$ cat config.mk
export PLATFORM = sky130hd
export DESIGN_NAME = logic_issue
export DESIGN_NICKNAME = d
export VERILOG_FILES = /design/src/rtl/logic_issue.sv
export SDC_FILE = /design/constraint.sdc
export NUM_CORES = 1
export LEC_CHECK = 0
export CORE_ASPECT_RATIO = 1.1
export CORE_UTILIZATION = 52
export DETAILED_ROUTE_END_ITERATION = 8
export GPL_ROUTABILITY_DRIVEN = 0
export PLACE_DENSITY = 0.85
export SETUP_SLACK_MARGIN = 0.2
export SKIP_LAST_GASP = 1
export SLEW_MARGIN = 20
export SYNTH_ARGS = -nofsm -noshare
export SYNTH_HDL_FRONTEND = slang
export SYNTH_SLANG_ARGS = --single-unit
$ cat constraint.sdc
create_clock -name clk -period 3.5 [get_ports clk]
set_input_delay 0.525 -clock clk [delete_from_list [all_inputs] [get_ports clk]]
set_output_delay 0.525 -clock clk [all_outputs]
set_load 0.05 [all_outputs]
$ cat src/rtl/logic_issue.sv
// Decode/issue stage feeding the logic unit (AND/OR/XOR) through a 2-entry skid buffer.
// Optional macro LOGIC_ISSUE_INVB_EN enables Zbb ANDN/ORN/XNOR (operand B inverted).
module logic_issue #(
  parameter int unsigned XLEN = 32
) (
  input  logic            clk,
  input  logic            rst,
  input  logic            instr_valid,
  output logic            instr_ready,
  input  logic [XLEN-1:0] instr,
  input  logic [XLEN-1:0] rs1_data,
  input  logic [XLEN-1:0] rs2_data,
  output logic            ex_valid,
  input  logic            ex_ready,
  output logic [XLEN-1:0] logic_A,
  output logic [XLEN-1:0] logic_B,
  output logic [1:0]      logic_op,
  output logic [4:0]      rd_addr,
  output logic            illegal
);

  localparam int unsigned IMM_W = 12;
  localparam logic [6:0] OPC_OP     = 7'b0110011;
  localparam logic [6:0] OPC_OP_IMM = 7'b0010011;
  localparam logic [6:0] F7_BASE    = 7'b0000000;
`ifdef LOGIC_ISSUE_INVB_EN
  localparam logic [6:0] F7_INVB    = 7'b0100000;
`endif

  logic [6:0]      w_opcode;
  logic [2:0]      w_f3;
  logic [6:0]      w_f7;
  logic [1:0]      w_f3_op;
  logic            w_f3_ok;
  logic [XLEN-1:0] w_imm;
  logic [XLEN-1:0] w_dec_a;
  logic [XLEN-1:0] w_dec_b;
  logic [1:0]      w_dec_op;
  logic            w_dec_ill;
  logic            w_accept;
  logic            w_issue;
  logic            w_unused;

  logic            r_ready;
  logic            r_main_valid;
  logic [XLEN-1:0] r_main_a;
  logic [XLEN-1:0] r_main_b;
  logic [1:0]      r_main_op;
  logic [4:0]      r_main_rd;
  logic            r_main_ill;
  logic            r_skid_full;
  logic [XLEN-1:0] r_skid_a;
  logic [XLEN-1:0] r_skid_b;
  logic [1:0]      r_skid_op;
  logic [4:0]      r_skid_rd;
  logic            r_skid_ill;

  assign w_opcode = instr[6:0];
  assign w_f3     = instr[14:12];
  assign w_f7     = instr[31:25];
  assign w_imm    = {{(XLEN-IMM_W){instr[31]}}, instr[31:20]};
  assign w_unused = ^instr[19:15];

  // funct3 to logic-unit opcode
  always_comb begin
    w_f3_op = 2'b11;
    w_f3_ok = 1'b1;
    case (w_f3)
      3'b111:  w_f3_op = 2'b00;
      3'b110:  w_f3_op = 2'b01;
      3'b100:  w_f3_op = 2'b10;
      default: w_f3_ok = 1'b0;
    endcase
  end

  // Operand/opcode decode; unsupported words become a zero-operand "none" op
  always_comb begin
    w_dec_a   = '0;
    w_dec_b   = '0;
    w_dec_op  = 2'b11;
    w_dec_ill = 1'b1;
    if (w_f3_ok) begin
      if (w_opcode == OPC_OP && w_f7 == F7_BASE) begin
        w_dec_a   = rs1_data;
        w_dec_b   = rs2_data;
        w_dec_op  = w_f3_op;
        w_dec_ill = 1'b0;
      end
`ifdef LOGIC_ISSUE_INVB_EN
      else if (w_opcode == OPC_OP && w_f7 == F7_INVB) begin
        w_dec_a   = rs1_data;
        w_dec_b   = ~rs2_data;
        w_dec_op  = w_f3_op;
        w_dec_ill = 1'b0;
      end
`endif
      else if (w_opcode == OPC_OP_IMM) begin
        w_dec_a   = rs1_data;
        w_dec_b   = w_imm;
        w_dec_op  = w_f3_op;
        w_dec_ill = 1'b0;
      end
    end
  end

  assign w_accept = instr_valid & r_ready;
  assign w_issue  = r_main_valid & ex_ready;

  // Main/skid buffer; ready is registered so ex_ready never reaches instr_ready
  always_ff @(posedge clk) begin
    if (rst) begin
      r_ready      <= 1'b0;
      r_main_valid <= 1'b0;
      r_main_a     <= '0;
      r_main_b     <= '0;
      r_main_op    <= 2'b00;
      r_main_rd    <= 5'd0;
      r_main_ill   <= 1'b0;
      r_skid_full  <= 1'b0;
      r_skid_a     <= '0;
      r_skid_b     <= '0;
      r_skid_op    <= 2'b00;
      r_skid_rd    <= 5'd0;
      r_skid_ill   <= 1'b0;
    end else begin
      r_ready <= 1'b1;
      if (r_skid_full) begin
        if (w_issue) begin
          r_main_a    <= r_skid_a;
          r_main_b    <= r_skid_b;
          r_main_op   <= r_skid_op;
          r_main_rd   <= r_skid_rd;
          r_main_ill  <= r_skid_ill;
          r_skid_full <= 1'b0;
        end else begin
          r_ready <= 1'b0;
        end
      end else if (w_accept) begin
        if (!r_main_valid || w_issue) begin
          r_main_valid <= 1'b1;
          r_main_a     <= w_dec_a;
          r_main_b     <= w_dec_b;
          r_main_op    <= w_dec_op;
          r_main_rd    <= instr[11:7];
          r_main_ill   <= w_dec_ill;
        end else begin
          r_skid_full <= 1'b1;
          r_skid_a    <= w_dec_a;
          r_skid_b    <= w_dec_b;
          r_skid_op   <= w_dec_op;
          r_skid_rd   <= instr[11:7];
          r_skid_ill  <= w_dec_ill;
          r_ready     <= 1'b0;
        end
      end else if (w_issue) begin
        r_main_valid <= 1'b0;
      end
    end
  end

  assign instr_ready = r_ready;
  assign ex_valid    = r_main_valid;
  assign logic_A     = r_main_a;
  assign logic_B     = r_main_b;
  assign logic_op    = r_main_op;
  assign rd_addr     = r_main_rd;
  assign illegal     = r_main_ill;

endmodule

* After elaboration in Yosys (flattened, before gate mapping)
Index checks and enable logic that the tools add are counted.
Widths: inputs -> output; s select.
** Cells by class
- $add $sub $neg :: 0
- Multiply operators :: 0
- Div/mod/pow operators :: 0
- Magnitude comparators :: 0
- Eq/ne operators :: 7
- Shift-type cells :: 0
- Mux-type cells :: 45
- Bitwise gates (word level) :: 4
- Reduce and logical (&&, ||, !) cells :: 11
** Operators with widths (count)
- $mux 32 :: 14
- $mux 5 :: 4
- $mux 1 :: 19
- $mux 2 :: 7
- $eq 3x3->1 const B :: 3
- $reduce_and 3->1 :: 3
- $eq 7x5->1 const B :: 1
- $eq 7x6->1 const B :: 1
- $logic_not 7->1 :: 1
- $pmux 2 s3 :: 1
- $reduce_bool 2->1 :: 3
- $reduce_or 3->1 :: 1
- $and 1x1->1 :: 2
- $ne 2x1->1 const B :: 1
- $ne 2x2->1 const B :: 1
- $not 1->1 :: 2
- $logic_and 1x1->1 :: 1
- $logic_not 1->1 :: 1
- $logic_or 1x1->1 :: 1
** Word-level totals
- Flip-flop bits (word level) :: 147
- Latch bits :: 0
- RAM bits :: 0
- Bits in read-only memories :: 0
- Input port bits :: 100
- Output and inout port bits :: 74
- Word-level logic and storage cells :: 80
- Memories kept :: 0

* Logic depth before layout (Yosys ltp)
Gate-level depths: netlist (run 1).
- Depth in word-level cells :: 8
- Mapped depth :: 7

* Least setup slack after synthesis (run 1)
Ideal clock, no wire load.
- Path type :: reg2reg
- Start :: register r_main_valid (netlist: ex_valid)
- End :: register r_main_b[10] (netlist: logic_B[10])
- Arrival time :: 1.720 ns
- Setup slack :: 1.684 ns
- Stages on the path, launching flop included :: 6
- Path buffers :: 1
- Clock period less this slack :: 1.816 ns
- Cells stage by stage :: dfxtp_1 -> nor2b_1 -> a21o_1 -> clkbuf_1 -> nand2_1 -> a221oi_1
** Between the ends
- Longest elaborated chain between the ends :: 4
- Elaborated cells between the ends (all ways) :: 6
- Those cells by class :: eq/ne: 1; bitwise: 1; reduce/logical: 4
** Ends and longest elaborated chain
- start, declared :: line 45 : logic r_main_valid;
- start signal, assigned :: line 113 : r_main_valid <= 1'b0;
- start signal, assigned :: line 140 : r_main_valid <= 1'b1;
- start signal, assigned :: line 156 : r_main_valid <= 1'b0;
- $and 1x1->1 / $logic_not 1->1 (equally long branches) :: line 107, 139
- $logic_or 1x1->1 :: line 139 : if (!r_main_valid || w_issue) begin
- $reduce_bool 2->1 (no line)
- $reduce_and 3->1 (no line) *
- end signal, assigned :: line 130 : r_main_b <= r_skid_b;
- end signal, assigned :: line 142 : r_main_b <= w_dec_b;
- end, declared :: line 47 : logic [XLEN-1:0] r_main_b;
Every way passes the cells marked *; elsewhere a longest branch is shown, timed or not.
A chain may end at the register's enable or synchronous reset.

* Worst setup path after layout (run 1)
- Start :: input instr[28]
- End :: register r_main_b[23] (netlist: logic_B[23])
** Between the ends
- Longest elaborated chain between the ends :: 7
** Ends and longest elaborated chain
- start, declared :: line 10 : input logic [XLEN-1:0] instr,
- $logic_not 7->1 :: line 83 : if (w_opcode == OPC_OP && w_f7 == F7_BASE) begin
- $logic_and 1x1->1 :: line 83
- $mux 32 :: line 83
- $mux 32 :: line 82 : if (w_f3_ok) begin
- $mux 32 :: line 139
- $mux 32 :: line 138 : end else if (w_accept) begin
- $mux 32 :: line 127 : if (r_skid_full) begin
No other way between the ends. The select of a mux whose other input is x is not followed.

==> results.txt, run 1 <==
via count: 6,493
CP required: 3.81 ns
CTS tree: built
Sw Ratio: 27.79%
Die W: 107.5 um
Post-Layout Cell Count: 1,021
layout cell share with drive strength beyond 1: 6.459%
Fill cells: 881
Clock power frac: 41.2%
Flop pwr share: 42.0%
skew final: 0.007256 ns
Vias/cell: 6.359
Cell variety after synth: 44
LEAKAGE: 0.002717 uW
clock buffer count from CTS: 17
clk buf depth: 2
Design Area, Final: 8559 um^2
Buf/Inv on CP: 2
Comb power frac: 16.8%
Power Density: 494.4 nW/um^2
Register Area: 2944 um^2
# resized after CTS: 0
largest net degree at the start of global routing: 103
placed cell area: 7989 um^2
crit-path leading delay family: compound AO/OA/AOI/OAI gates
Fin. Hold Viols: 0
die span in y: 118.1 um
number of synthesis warnings: 0
crit path capture type: register
Initial Util: 53.17%
crit path time final: 2.532 ns
worst-path maximum fanout: 21
I/O pins: 174
post-detail-place hpwl: 11,090 um
EDFF count, synth: 0
Area Overhead vs Synth: 34.35%
Avg Inst Size Synth: 8.621 um^2
hold_buf cts: 0
placed insts: 989
I/O Buffers: 168
Routed WL: 18,410 um
Hold Crit Class: register to register
Max rail drop VDD: 0.0002636 V
fin crit share: 72.34%
Max-slew headroom: 39.45%
ant diodes: 0
post-route ant nets: 0
Setup Crit Path Kind: input port to register
Synth Cell Area: 6371 um^2
drt pass-1 iters: 5
internal power: 3056 uW
area of the multi-input gates: 3010 um^2
CP startpoint kind: input port
fmax: 395.0 MHz
Num Clock Sinks: 147
Root Buffer: clkbuf_16
worst path arrival time: 2.84 ns
initial antenna violation count: 0
Synth Flop Type: dfxtp_1
drt drc: 0
worst path cell trace: clkdlybuf4s50_1, nor4_4, buf_4, a22o_1, o211ai_1, a221oi_1
final net count: 954
Final Util: 71.44%
register area share after synthesis: 46.19%
first-pass GRT wire length: 29,330 um
Pins Over Slew Limit: 0
DR WL/cell: 18.03 um
clk slew on worst S/H paths: 0.06 ns
H-tree depth: 4
commonest non-fill, non-tap cell in the layout: clkdlybuf4s50_1
Final setup viols: 0
RSZ-0062 raised after global routing: no
ys async rst share: 0%
GRT overflow: 0
run status: complete, no violations
Pwr Total: 4232 uW
slew at the pin with the worst max-slew slack: 0.9082 ns
core area: 11,980 um^2
Synthesized Nets: 839
Die ar.: 12,700 um^2
Clock Latency Late Sink: 0.41 ns
number of DRC markers in iteration 0: 546
CP peak stage delay: 0.71 ns
crit path max-delay cell type: a22o_1
commonest non-fill, non-tap cells in the layout: clkdlybuf4s50_1 (167), dfxtp_1 (146), nand2_1 (83)
max-cap violations: 0
GRT Total Usage: 28.70%
number of global-route vias before repair: 6,079
FP Rows: 42
Post-CTS Setup Inserts: 0
final setup TNS: 0 ns
Yosys reg bits: 147
Mapped Cells: 739
switching pwr: 1176 uW
-- layer usage --
layer	share of wire [%]	track usage [%]	routed length (um)	vias up
met2	49	46.15	8932	382
met1	40	36.64	7428	3088
li1	-	-	-	2998
met5	0	0	0	-
met3	9.8	8.140	1796	25
met4	1.4	9.675	252	0
-- power groups by stage --
| stage | clock network, uW | logic (uW) | registers (uW) |
|---|---|---|---|
| finish | 1740 | 713 | 1780 |
| global route | 1830 | 746 | 1780 |
| CTS | 1750 | 709 | 1780 |
| detailed placement | 0 | 706 | 1810 |
| global placement | 0 | 696 | 1810 |
| floorplan | 0 | 209 | 2010 |
-- cell families after synthesis --
kind of cell | Yosys count | synth area share (%)
flip-flops | 147 | 46.19
AND/OR/NAND/NOR | 246 | 20.35
AO/OA/AOI/OAI | 252 | 25.81
multiplexers | 5 | 0.7856
buffers and inverters | 89 | 6.873
-- cell type report --
type	count	area share (%)
Multi-Input combinational cell	503	35.17
Inverter	4	0.1754
Timing Repair Buffer	181	21.34
Clock inverter	13	1.608
Tap cell	154	2.251
Clock buffer	19	5.058
Sequential cell	147	34.40
-- sequential cells by signal, summed over array words and instances, names as in the netlist --
name and flops:
logic_A 32, logic_B 32, r_skid_a 32, r_skid_b 32, r_skid_rd 5, rd_addr 5
logic_op 2, r_skid_op 2, ex_valid 1, illegal 1, instr_ready 1, r_skid_full 1
r_skid_ill 1
-- worst reg2reg max path: stages, from the launching register on --
cell      delay, ns
dfxtp_2        0.68
nand3b_4       0.33
a21o_2         0.46
buf_12         0.32
nand2_1        0.13
a221oi_1       0.26
-- metrics by stage --
step | hold WS [ns] | setup slack (ns)
global placement | 0.4380 | 0.6702
detailed placement | 0.4412 | 0.5626
global route | 0.4730 | 0.8095
finish | 0.4507 | 0.9681
CTS | 0.4510 | 0.9920
floorplan | 0.4272 | 1.684
-- Yosys cell counts (13+ instances only) --
cell	number	share of area (%)
nand4_1	66	6.5
nand2_1	83	4.9
o21ai_1	13	1.0
o211ai_1	21	2.5
clkbuf_1	47	2.8
buf_2	17	1.3
a211oi_1	38	4.5
nand3b_1	24	2.8
nor2_1	45	2.7
a221oi_1	32	4.4
o21ai_0	42	3.3
dfxtp_1	147	46
a21oi_1	76	6.0
-- final timing paths --
check,start,endpoint,slack (ns),depth (start not counted)
max reg2reg,r_skid_full$_SDFF_PP0_,logic_B[9]$_SDFFE_PP0P_,1.23,5
max,instr[28],logic_B[23]$_SDFFE_PP0P_,0.97,6
min reg2reg,r_skid_a[25]$_SDFFE_PP0P_,r_skid_a[25]$_SDFFE_PP0P_,0.45,2
min,r_skid_a[25]$_SDFFE_PP0P_,r_skid_a[25]$_SDFFE_PP0P_,0.45,2
(Power assumes the default switching activity.)
==> run 2, diff against run 1 <==
CORE_UTILIZATION = 44   (was 52)
PLACE_DENSITY = 0.77   (was 0.85)
clock period = 2.1 ns   (was 3.5 ns; I/O delays follow)
==> results.txt, run 2 (synthesized netlist as in run 1, its figures left out) <==
crit-path leading delay family: buffers and inverters
run status: complete, no violations
Max rail drop VDD: 0.0004612 V
Setup WS pre-CTS: -0.08948 ns
post-route ant nets: 0
die span in y: 128.2 um
largest net degree at the start of global routing: 90
Worst R2R End: logic_B[3]$_SDFFE_PP0P_
H-tree depth: 4
crit path time final: 1.862 ns
Area Overhead vs Synth: 42.62%
Pins Over Slew Limit: 0
Fin. Hold Viols: 0
worst hold start: rst
final setup margin: 0.2383 ns
CP required: 1.78 ns
post-detail-place hpwl: 11,290 um
Power Density: 815.6 nW/um^2
Die W: 116.7 um
Initial Util: 45.63%
Setup Crit Path Kind: register to output pin
worst-path maximum fanout: 2
Worst Hold End: instr_ready$_SDFF_PP0_
fin crit share: 88.65%
drt drc: 0
crit path capture type: output pin
worst hold stages: 2
core area: 13,960 um^2
fmax: 537.1 MHz
drt pass-1 iters: 5
R2R cell count: 5
LEAKAGE: 0.003716 uW
DR top layer: met4
Num Clock Sinks: 147
clk slew on worst S/H paths: 0.06 ns
initial antenna violation count: 0
Max-slew headroom: 56.61%
worst path arrival time: 1.55 ns
Final setup viols: 0
ant diodes: 0
Design Area, Final: 9086 um^2
Root Buffer: clkbuf_16
Final Util: 65.07%
CTS tree: built
clk buf depth: 2
Hold Crit Class: input port to register
Buf/Inv on CP: 1
first-pass GRT wire length: 29,060 um
Vias/cell: 5.876
worst hold slack: 0.3115 ns
Die ar.: 14,970 um^2
number of global-route vias before repair: 5,927
GRT Total Usage: 24.82%
layout cell share with drive strength beyond 1: 10.41%
via count: 6,411
max-cap violations: 0
slew at the pin with the worst max-slew slack: 0.6484 ns
clock buffer count from CTS: 17
CP peak stage delay: 0.80 ns
DR WL/cell: 16.76 um
I/O pins: 174
reg2reg setup slack: 0.41 ns
DRT met1 WL: 7773 um
worst path cell trace: clkdlybuf4s50_1
number of DRC markers in iteration 0: 638
Clock Latency Late Sink: 0.42 ns
final net count: 990
DR WL met2: 8767 um
commonest non-fill, non-tap cell in the layout: dfxtp_1
GRT overflow: 0
CP startpoint kind: register
commonest non-fill, non-tap cells in the layout: dfxtp_1 (146), clkdlybuf4s50_1 (97), nand2_1 (83)
RSZ-0062 raised after global routing: no
FP Rows: 45
hold_buf cts: 0
I/O Buffers: 168
placed cell area: 8389 um^2
Met3 Wirelength: 1419 um
final setup TNS: 0 ns
skew final: 0.007095 ns
Routed WL: 18,280 um
crit path max-delay cell type: clkdlybuf4s50_1
r2r startpoint: ex_valid$_SDFFE_PP0P_
-- run 2: changes by cell type in the layout (fill, tap and decap cells not counted), moves of 5 or more --
cell / before / now
clkdlybuf4s50_1: 167 / 97
dlymetal6s2s_1: 0 / 37
buf_4: 10 / 39
clkinvlp_4: 6 / 1
buf_12: 4 / 12
dlygate4sd2_1: 0 / 32
-- run 2: worst max-delay path by stage --
stage,start,endpoint,slack (ns),depth (start not counted)
after floorplan,ex_valid$_SDFFE_PP0P_,logic_B[10]$_SDFFE_PP0P_,0.28,5
after global placement,instr[28],logic_A[7]$_SDFFE_PP0P_,-0.06,6
after detailed placement,instr[28],logic_B[25]$_SDFFE_PP0P_,-0.09,6
after CTS,logic_B[27]$_SDFFE_PP0P_,logic_B[27],0.20,1
after global routing,logic_B[28]$_SDFFE_PP0P_,logic_B[28],0.20,1
final,logic_B[17]$_SDFFE_PP0P_,logic_B[17],0.24,1
-- run 2: repair_timing --
item | in CTS | in global routing
setup endpoints to repair | 32 | 41
buffers inserted | 0 | 1
pin swaps | 0 | 1
resized for setup | 32 | 37
-- run 2: metrics by stage --
stage | instances | total power [uW]
2_1_floorplan | 739 | 3702
3_3_place_gp | 1058 | 4237
3_5_place_dp | 1058 | 4244
4_1_cts | 1090 | 7460
5_1_grt | 1091 | 7670
6_report | 1091 | 7411
-- run 2: layout make-up --
cell class | instances | area, um^2
timing repair buffer | 217 | 2247
multi-input combinational | 503 | 3008
clock inverter | 10 | 152.6
fill | 1212 | 4877
tap | 188 | 235.2
clock buffer | 22 | 484.2
sequential | 147 | 2944
inverter | 4 | 15.01
-- run 2: power breakdown --
part / internal (uW) / total [uW] / switching (uW) / leakage [uW]
logic: 463 / 1200 / 737 / 0.00220
clock network: 2100 / 3260 / 1160 / 0.000316
registers: 2890 / 2950 / 55.8 / 0.00120
-- run 2: per-layer routing --
metal / GRT usage (%) / vias to the layer above
met5: 0 / -
met4: 9.084 / 0
met3: 6.525 / 25
met2: 39.64 / 249
met1: 32.01 / 3067
li1: - / 3070
==> run 3, diff against run 2 <==
CORE_UTILIZATION = 52   (was 44)
PLACE_DENSITY = 0.85   (was 0.77)
clock period = 2.2 ns   (was 2.1 ns; I/O delays follow)
==> results.txt, run 3 (synthesized netlist as in run 1, its figures left out) <==
Fin. Hold Viols: 0
Initial Util: 53.17%
CTS tree: built
Power Density: 760.3 nW/um^2
hold_buf cts: 0
Num Clock Sinks: 147
Clock Latency Late Sink: 0.41 ns
I/O pins: 174
Buf/Inv on CP: 1
post-route ant nets: 0
clock buffer count from CTS: 17
max-cap violations: 0
final net count: 977
CP peak stage delay: 0.82 ns
fmax: 517.5 MHz
Comb power frac: 17.5%
Setup WS pre-CTS: -0.07727 ns
clk buf depth: 2
number of DRC markers in iteration 0: 483
worst path cell trace: clkdlybuf4s50_1
worst hold slack: 0.3449 ns
worst-path maximum fanout: 2
Final setup viols: 0
crit path time final: 1.932 ns
Vias/cell: 6.257
run status: complete, no violations
switching pwr: 1826 uW
fin crit share: 87.84%
via count: 6,526
Routed WL: 18,440 um
commonest non-fill, non-tap cell in the layout: clkdlybuf4s50_1
Flop pwr share: 42.3%
Design Area, Final: 8786 um^2
crit path capture type: output pin
GRT overflow: 0
skew final: 0.007312 ns
Pins Over Slew Limit: 0
placed cell area: 8234 um^2
GRT Total Usage: 29.05%
Area Overhead vs Synth: 37.90%
H-tree depth: 4
drt pass-1 iters: 6
Root Buffer: clkbuf_16
Hold Crit Class: input port to register
first-pass GRT wire length: 29,690 um
drt drc: 0
CP startpoint kind: register
crit path max-delay cell type: clkdlybuf4s50_1
final setup margin: 0.2675 ns
LEAKAGE: 0.002868 uW
largest net degree at the start of global routing: 51
clk slew on worst S/H paths: 0.06 ns
CP required: 1.87 ns
I/O Buffers: 168
layout cell share with drive strength beyond 1: 8.886%
core area: 11,980 um^2
Max-slew headroom: 57.81%
commonest non-fill, non-tap cells in the layout: clkdlybuf4s50_1 (165), dfxtp_1 (146), nand2_1 (83)
Die W: 107.5 um
DR WL/cell: 17.68 um
number of global-route vias before repair: 6,115
initial antenna violation count: 0
ant diodes: 0
Sw Ratio: 27.34%
slew at the pin with the worst max-slew slack: 0.6305 ns
post-detail-place hpwl: 11,680 um
FP Rows: 42
Max rail drop VDD: 0.0003925 V
Clock power frac: 40.2%
crit-path leading delay family: buffers and inverters
die span in y: 118.1 um
internal power: 4853 uW
Setup Crit Path Kind: register to output pin
worst path arrival time: 1.60 ns
Die ar.: 12,700 um^2
RSZ-0062 raised after global routing: no
-- run 3: cell count changes in the layout (fill, tap and decap cells not counted) --
cell / previous run / this run
clkdlybuf4s50_1: 97 / 165
clkinv_2: 5 / 6
clkbuf_8: 4 / 3
buf_4: 39 / 27
buf_12: 12 / 10
clkinv_4: 0 / 1
bufinv_16: 4 / 1
clkinvlp_4: 1 / 2
dlymetal6s2s_1: 37 / 0
dlygate4sd2_1: 32 / 2
-- run 3: final cells by class --
| type | count | area (um^2) |
|---|---|---|
| Clock buffer | 21 | 470.5 |
| Clock inverter | 10 | 83.83 |
| Fill cell | 880 | 3196 |
| Inverter | 4 | 15.01 |
| Multi-Input combinational cell | 503 | 3008 |
| Sequential cell | 147 | 2944 |
| Tap cell | 154 | 192.7 |
| Timing Repair Buffer | 204 | 2072 |
-- run 3: path summary, 6_finish.rpt --
kind | from | endpoint | slack, ns | cells after the start
worst max-delay path | logic_B[10]$_SDFFE_PP0P_ | logic_B[10] | 0.27 | 1
worst min-delay path | rst | instr_ready$_SDFF_PP0_ | 0.34 | 2
worst max register to register | ex_valid$_SDFFE_PP0P_ | logic_B[0]$_SDFFE_PP0P_ | 0.35 | 5
worst min register to register | r_skid_a[16]$_SDFFE_PP0P_ | r_skid_a[16]$_SDFFE_PP0P_ | 0.45 | 2
-- run 3: metrics by stage --
step           instances  total power [uW]  TNS, ns  utilization (%)
2_1_floorplan        739              3534        0                -
3_3_place_gp        1012              4017        0            68.72
3_5_place_dp        1012              4036  -0.8754            68.72
4_1_cts             1043              6694        0            73.33
5_1_grt             1043              6883        0            73.33
6_report            1043              6680        0            73.33
-- run 3: timing repair --
item	in CTS	in global routing
endpoints found under the setup margin	2	0
resized for setup	2	0
setup buffers	0	0
-- run 3: per-layer routing --
layer  track usage (%)  vias up  share of wire, %
li1                  -     3045                 -
met1             38.02     3133                42
met2             46.83      325                49
met3             6.811       23               7.9
met4             9.589        0               1.3
met5                 0        -                 0
-- run 3: power by group through the flow --
stage	sequential (uW)	combinational (uW)	clock (uW)
after floorplan	3200	333	0
after global placement	2870	1140	0
after detailed placement	2880	1160	0
after CTS	2820	1170	2710
after global routing	2830	1230	2820
final	2820	1170	2690
